**config.mk**
```make
export PLATFORM = sky130hd
export DESIGN_NAME = mem_read_arbiter_flat
export DESIGN_NICKNAME = d
export VERILOG_FILES = /design/src/rtl/mem_read_arbiter_if.sv /design/src/rtl/mem_read_arbiter.sv /design/src/flat_wrapper.sv
export SDC_FILE = /design/constraint.sdc
export NUM_CORES = 1
export LEC_CHECK = 0
export ABC_AREA = 1
export CAP_MARGIN = 20
export CORE_UTILIZATION = 24
export DETAILED_ROUTE_END_ITERATION = 8
export SLEW_MARGIN = 30
export SYNTH_ARGS = -nofsm -noshare
export SYNTH_HDL_FRONTEND = slang
export SYNTH_SLANG_ARGS = --single-unit
```
**constraint.sdc**
```tcl
create_clock -name clk -period 1.7 [get_ports clk]
set_input_delay 0.17 -clock clk [delete_from_list [all_inputs] [get_ports clk]]
set_output_delay 0.17 -clock clk [all_outputs]
set_load 0.01 [all_outputs]
```
**src/rtl/mem_read_arbiter_if.sv**
```systemverilog
// mem_read_arbiter_if: AXI-style read channel (AR address phase + in-order R burst).
// The requester side uses the master modport and the memory side uses the slave modport.
interface mem_read_arbiter_if #(
    parameter int ADDR_W = 32,
    parameter int DATA_W = 32,
    parameter int LEN_W  = 4
);
    logic [ADDR_W-1:0] araddr;
    logic [LEN_W-1:0]  arlen;
    logic              arvalid;
    logic              arready;
    logic [DATA_W-1:0] rdata;
    logic              rvalid;
    logic              rlast;
    logic              rready;
    modport master (output araddr, arlen, arvalid, rready, input arready, rdata, rvalid, rlast);
    modport slave  (input araddr, arlen, arvalid, rready, output arready, rdata, rvalid, rlast);
endinterface

```
**src/rtl/mem_read_arbiter.sv**
```systemverilog
// mem_read_arbiter: shares one burst read channel between the inst (i) and data (d) requesters.
// Fixed priority d over i by default; define ARB_RR_EN for round-robin on simultaneous requests.
module mem_read_arbiter #(
    parameter int ADDR_W = 32,
    parameter int DATA_W = 32,
    parameter int LEN_W  = 4
) (
    input  logic                 clk,
    input  logic                 rst,
    mem_read_arbiter_if.slave    i,
    mem_read_arbiter_if.slave    d,
    mem_read_arbiter_if.master   m,
    output logic                 busy,
    output logic                 proto_err
);
    typedef enum logic [1:0] {IDLE, ADDR, DATA} state_t;
    state_t           state;
    logic             gnt_d;
    logic             pick_d;
    logic             in_data;
    logic             beat;
    logic [LEN_W-1:0] cnt;
`ifdef ARB_RR_EN
    logic             last_d;
    // only a contested cycle consults history; a lone requester always wins
    assign pick_d = d.arvalid && !(i.arvalid && last_d);
`else
    assign pick_d = d.arvalid;
`endif
    assign in_data   = state == DATA;
    assign beat      = in_data && m.rvalid && m.rready;
    assign busy      = state != IDLE;
    assign i.arready = state == ADDR && !gnt_d && m.arvalid && m.arready;
    assign d.arready = state == ADDR && gnt_d && m.arvalid && m.arready;
    assign i.rvalid  = in_data && !gnt_d && m.rvalid;
    assign d.rvalid  = in_data && gnt_d && m.rvalid;
    assign i.rlast   = in_data && !gnt_d && m.rlast;
    assign d.rlast   = in_data && gnt_d && m.rlast;
    assign i.rdata   = in_data && !gnt_d ? m.rdata : {DATA_W{1'b0}};
    assign d.rdata   = in_data && gnt_d ? m.rdata : {DATA_W{1'b0}};
    assign m.rready  = in_data && (gnt_d ? d.rready : i.rready);
    always_ff @(posedge clk or posedge rst) begin
        if (rst) begin
            state     <= IDLE;
            gnt_d     <= 1'b0;
            m.arvalid <= 1'b0;
            m.araddr  <= {ADDR_W{1'b0}};
            m.arlen   <= {LEN_W{1'b0}};
            cnt       <= {LEN_W{1'b0}};
            proto_err <= 1'b0;
`ifdef ARB_RR_EN
            last_d    <= 1'b0;
`endif
        end else begin
            case (state)
                IDLE: if (i.arvalid || d.arvalid) begin
                    gnt_d     <= pick_d;
                    m.araddr  <= pick_d ? d.araddr : i.araddr;
                    m.arlen   <= pick_d ? d.arlen : i.arlen;
                    m.arvalid <= 1'b1;
                    cnt       <= {LEN_W{1'b0}};
                    state     <= ADDR;
`ifdef ARB_RR_EN
                    last_d    <= pick_d;
`endif
                end
                ADDR: if (m.arready) begin
                    m.arvalid <= 1'b0;
                    state     <= DATA;
                end
                DATA: if (beat) begin
                    cnt <= cnt + LEN_W'(1);
                    // error when rlast and the final expected beat disagree
                    if ((cnt == m.arlen) != m.rlast) proto_err <= 1'b1;
                    if (m.rlast) state <= IDLE;
                end
                default: state <= IDLE;
            endcase
        end
    end
endmodule

```
**src/flat_wrapper.sv**
```systemverilog
// flat-port wrapper written by rule: the top's interface ports become plain ports
module mem_read_arbiter_flat 
#(
    parameter int ADDR_W = 32,
    parameter int DATA_W = 32,
    parameter int LEN_W  = 4
)
  (clk, rst, busy, proto_err, i_araddr, i_arlen, i_arvalid, i_rready, i_arready, i_rdata, i_rvalid, i_rlast, d_araddr, d_arlen, d_arvalid, d_rready, d_arready, d_rdata, d_rvalid, d_rlast, m_araddr, m_arlen, m_arvalid, m_rready, m_arready, m_rdata, m_rvalid, m_rlast);
  mem_read_arbiter_if #(.ADDR_W(ADDR_W), .DATA_W(DATA_W), .LEN_W(LEN_W)) i_i ();
  mem_read_arbiter_if #(.ADDR_W(ADDR_W), .DATA_W(DATA_W), .LEN_W(LEN_W)) d_i ();
  mem_read_arbiter_if #(.ADDR_W(ADDR_W), .DATA_W(DATA_W), .LEN_W(LEN_W)) m_i ();
  input  logic clk;
  input  logic rst;
  output logic busy;
  output logic proto_err;
  input wire logic [$bits(i_i.araddr)-1:0] i_araddr;
  input wire logic [$bits(i_i.arlen)-1:0] i_arlen;
  input wire logic [$bits(i_i.arvalid)-1:0] i_arvalid;
  input wire logic [$bits(i_i.rready)-1:0] i_rready;
  output wire logic [$bits(i_i.arready)-1:0] i_arready;
  output wire logic [$bits(i_i.rdata)-1:0] i_rdata;
  output wire logic [$bits(i_i.rvalid)-1:0] i_rvalid;
  output wire logic [$bits(i_i.rlast)-1:0] i_rlast;
  input wire logic [$bits(d_i.araddr)-1:0] d_araddr;
  input wire logic [$bits(d_i.arlen)-1:0] d_arlen;
  input wire logic [$bits(d_i.arvalid)-1:0] d_arvalid;
  input wire logic [$bits(d_i.rready)-1:0] d_rready;
  output wire logic [$bits(d_i.arready)-1:0] d_arready;
  output wire logic [$bits(d_i.rdata)-1:0] d_rdata;
  output wire logic [$bits(d_i.rvalid)-1:0] d_rvalid;
  output wire logic [$bits(d_i.rlast)-1:0] d_rlast;
  output wire logic [$bits(m_i.araddr)-1:0] m_araddr;
  output wire logic [$bits(m_i.arlen)-1:0] m_arlen;
  output wire logic [$bits(m_i.arvalid)-1:0] m_arvalid;
  output wire logic [$bits(m_i.rready)-1:0] m_rready;
  input wire logic [$bits(m_i.arready)-1:0] m_arready;
  input wire logic [$bits(m_i.rdata)-1:0] m_rdata;
  input wire logic [$bits(m_i.rvalid)-1:0] m_rvalid;
  input wire logic [$bits(m_i.rlast)-1:0] m_rlast;
  assign i_i.araddr = i_araddr;
  assign i_i.arlen = i_arlen;
  assign i_i.arvalid = i_arvalid;
  assign i_i.rready = i_rready;
  assign i_arready = i_i.arready;
  assign i_rdata = i_i.rdata;
  assign i_rvalid = i_i.rvalid;
  assign i_rlast = i_i.rlast;
  assign d_i.araddr = d_araddr;
  assign d_i.arlen = d_arlen;
  assign d_i.arvalid = d_arvalid;
  assign d_i.rready = d_rready;
  assign d_arready = d_i.arready;
  assign d_rdata = d_i.rdata;
  assign d_rvalid = d_i.rvalid;
  assign d_rlast = d_i.rlast;
  assign m_araddr = m_i.araddr;
  assign m_arlen = m_i.arlen;
  assign m_arvalid = m_i.arvalid;
  assign m_rready = m_i.rready;
  assign m_i.arready = m_arready;
  assign m_i.rdata = m_rdata;
  assign m_i.rvalid = m_rvalid;
  assign m_i.rlast = m_rlast;
  mem_read_arbiter #(.ADDR_W(ADDR_W), .DATA_W(DATA_W), .LEN_W(LEN_W)) u_core (.clk(clk), .rst(rst), .i(i_i), .d(d_i), .m(m_i), .busy(busy), .proto_err(proto_err));
endmodule
```
Word-level counts from Yosys, hierarchy flattened --
Index checks and enable logic that the tools add are counted.
Cells by class: reduce and logical (&&, ||, !) cells 26, add/sub/neg operators 1, mux-type cells 16, equal/unequal tests 8
Operators with widths (number):
- two-way mux 32 bit | 3
- logical AND 1 bit | 15
- two-way mux 4 bit | 3
- AND reduction 3 bit | 3
- two-way mux 2 bit | 4
- case mux 4 bit (2 select lines) | 1
- inequality test 2 bit (second input constant) | 3
- case mux 2 bit (3 select lines) | 1
- nonzero test 2 bit | 3
- adder 4 x 1 -> 4 bit (second input constant) | 1
- equality test 4 bit | 1
- AND reduction 4 bit | 1
- two-way mux 1 bit | 3
- equality test 2 x 1 -> 1 bit (second input constant) | 1
- equality test 2 bit (second input constant) | 1
- zero test 2 bit | 1
- inequality test 2 x 1 -> 1 bit (second input constant) | 1
- case mux 1 bit (2 select lines) | 1
- AND reduction 2 bit | 1
- zero test 1 bit | 1
- logical OR 1 bit | 1
- inequality test 1 bit | 1
Word-level totals: register bits after elaboration 45, word-level logic and storage cells 58, input bits 113, output and inout port bits 110

Longest topological paths before layout --
depth in word-level cells 5, gate-level depth with buffers 9, depth with buffers taken out 9

Worst setup path after synthesis --
OpenSTA, ideal clock, no wires.
path type register to output, from register u_core.state[0], to output port d_rdata[10], slack 0.388 ns, path buffers 1, cell stages (with the launch flop) 7, required time 1.530 ns, data arrival time 1.142 ns, cell sequence dfrtp_1 -> inv_1 -> nand2_1 -> inv_2 -> nand2_1 -> buf_2 -> nor2_1
On the way: cells in the longest elaborated chain, start to end 3
RTL lines:
- start, declared | RTL line mem_read_arbiter.sv:17 | state_t state;
- start signal, assigned | RTL line mem_read_arbiter.sv:44 | state <= IDLE;
- start signal, assigned | RTL line mem_read_arbiter.sv:62 | state <= ADDR;
- start signal, assigned | RTL line mem_read_arbiter.sv:69 | state <= DATA;
- equality test 2 bit | RTL line mem_read_arbiter.sv:30 | assign in_data = state == DATA;
- logical AND 1 bit | RTL line mem_read_arbiter.sv:40 | assign d.rdata = in_data && gnt_d ? m.rdata : {DATA_W{1'b0}};
- two-way mux 32 bit | RTL line mem_read_arbiter.sv:40
- end, declared | RTL line flat_wrapper.sv:29 | output wire logic [$bits(d_i.rdata)-1:0] d_rdata;
No other way between the ends.

Final worst setup path --
from register u_core.state[0], to output port d_rdata[20]
Same word-level chain as after synthesis.

==> flow_summary.toml <==
[sta]
setup_viol = 0
worst_slack_ns = 0.0411
finClkSkew_ns = 0.0144
slew_headroom_pct = 74.1
period_share_pct = 97.6
hold_violations = 0
tightestPinTransition_ns = 0.389
fmax_ghz = 0.603
period_needed_ns = 1.66
slew_viol_final = 0
grt_setup_unrepaired = "true"

[place]
dpl_cell_area_sq_um = 5110
gp_congestion = 0.731
hpwl_um = 7960
portBuffers = 222
dp_slack_ns = -0.0553

[die]
fp.dieW_um = 107
dieArea_sq_um = 11500
start_util_pct = 24.6
fp.coreArea_sq_um = 10800
rows = 38
die_h_um = 107
io_pins = 223

[clocking]
cts_htree_levels = 2
clk_path_buf_depth = 2
clk_latency_ns = 0.29
postCtsSetupRepairBufs = 0
clk_pin_slew_ns = 0.09
hold_buffers = 0
cts-root-buf = "clkbuf_8"
cts_tree = "done"
clock-sinks = 45
cts_buffers = 5

[critical_path]
rr_endpoint = "u_core.m.araddr[20]"
r2r_setup_slack_ns = 0.19
crit_arrival_ns = 1.49
endpoint_kind = "output pin"
startpoint = "u_core.state[0]"
r2r_cells = 7
required_ns = 1.53
critPathCapture = "d_rdata[20]"
startpoint_type = "flop"
r2r_start = "u_core.state[1]"
worst-path-max-fanout = 17
crit_type = "reg -> out"

[cells_and_area]
nets = 744
layout_common_cells = "150 x clkdlybuf4s50_1, 111 x nand2_1, 105 x nor2_1, 59 x clkbuf_2, 55 x inv_1"
num-fill-cells = 1137
final_area_sq_um = 4910
drive_above_1_share_pct = 17.0
area_delta_synth_final_pct = 85.0
diodes = 0
final_common_cell = "clkdlybuf4s50_1"

[yosys]
yosysWarnings = 0
seq_area_frac_synth_pct = 42.5
synth.avg_cell_area_sq_um = 6.55
synth.largest_area_cell = "dfrtp_1"
ys_seq_elements = 45
synth_cell_types = 19
yosysTopAreaCellShare_pct = 42.5
synthTopCellsByArea = "dfrtp_1 42%, nand2_1 16%, nor2_1 16%"
syn-num-nets = 519
synthCells = 405
netlist_area_sq_um = 2650

[hold_path]
min-delay-path-class = "in -> async"

[global_route]
grt_first_pass_wirelength_um = 15300
grt_pass1_vias = 3268
antenna_found_initial = 0
grt_usage_pct = 17.0
grt_max_degree = 55
grt-ovfl-total = 0

[power]
p_leak_nw = 2.48
power.density_nw_per_um2 = 1220
ir_drop_mv = 0.635

[flow_run]
max_cap_violations = 0

[detailed_routing]
num_vias = 3324
drtIter0Drc = 164
drc = 0
dr.pass1.iters = 4
wire_per_inst_um = 13.1
ant_nets = 0
wl_um = 10100
avgViaCountPerCell = 4.31

[outcome]
outcome = "complete, no violations"
[worst max-delay path, stage by stage, from the launching register on]
cell             delay [ns]
dfrtp_1                0.39
inv_2                  0.08
nand2_1                0.07
inv_2                  0.07
nand2_2                0.09
buf_12                 0.17
nor2_1                 0.10
clkdlybuf4s15_2        0.23
[metrics by stage]
stage	util, %	hold WS [ns]	total power, W	setup TNS, ns	std cells
after floorplan	-	0.320	0.00352	0	405
after global placement	47.3	0.451	0.00553	-0.00573	762
after detailed placement	47.3	0.482	0.00556	-0.0997	762
after CTS	47.9	0.154	0.00612	0	770
after global routing	45.5	0.184	0.00648	-0.229	771
final	45.5	0.149	0.00600	0	771
[layout make-up]
class / instances / area [sq um] / share of cell area [%]
clock inverter: 1 / 7.51 / 0.153
sequential: 45 / 1130 / 23.0
timing repair buffer: 240 / 2090 / 42.7
multi-input combinational: 279 / 1200 / 24.6
tap: 140 / 175 / 3.57
clock buffer: 7 / 76.3 / 1.56
inverter: 59 / 221 / 4.51
[synth_stat cells]
cell type  count
nand2_1      112
nor2_1       111
inv_1         57
dfrtp_1       45
a31oi_1       36
buf_2         12
nand3_1        8
clkbuf_1       6
buf_6          3
o21ai_0        3
a21oi_1        2
inv_2          2
nor3_1         2
a21oi_2        1
buf_4          1
ha_1           1
nand4_1        1
nor2_2         1
xnor2_1        1
[where the power goes]
group | switching (W) | leakage [nW] | total (W) | internal (W)
Sequential | 0.000310 | 0.514 | 0.00187 | 0.00156
Combinational | 0.00169 | 1.93 | 0.00348 | 0.00179
Clock | 0.000359 | 0.0385 | 0.000651 | 0.000292
[worst min-delay path by stage]
stage,startpoint,end,slack [ns]
floorplan,d_araddr[30],u_core.m.araddr[30],0.32
global placement,u_core.proto_err,u_core.proto_err,0.45
CTS,rst,u_core.m.araddr[22],0.15
global route,rst,u_core.m.araddr[25],0.18
detailed placement,rst,u_core.m.araddr[16],0.48
finish,rst,u_core.m.araddr[25],0.15
[cells by family (layout without fill, tap and decap cells)]
family	Yosys count	in the layout	synth area share, %
XOR/XNOR	1	1	0.330
AND/OR/NAND/NOR	235	235	33.9
buffers and inverters	81	307	13.0
adder cells (fa/ha/maj)	1	1	0.472
AO/OA/AOI/OAI	42	42	9.77
flip-flops	45	45	42.5
[routing by layer]
metal | share of wire (%) | GRT usage [%] | vias to the layer above
met2 | 54 | 34.6 | 149
met1 | 36 | 16.4 | 1489
met4 | 0.95 | 3.91 | 0
met3 | 9.3 | 4.98 | 8
met5 | 0 | 0 | -
li1 | - | - | 1678
[flip-flops by register name (all words and copies together) (netlist names)]
register / flops
u_core.m.araddr: 32
u_core.cnt: 4
u_core.m.arlen: 4
u_core.state: 2
u_core.gnt_d: 1
u_core.m.arvalid: 1
u_core.proto_err: 1
[timing repair]
action,CTS,global route
pin swaps,0,1
resized for setup,125,105
setup endpoints to repair,71,71
cloned,0,1
Note: power is estimated with default switching activity, not from simulation.
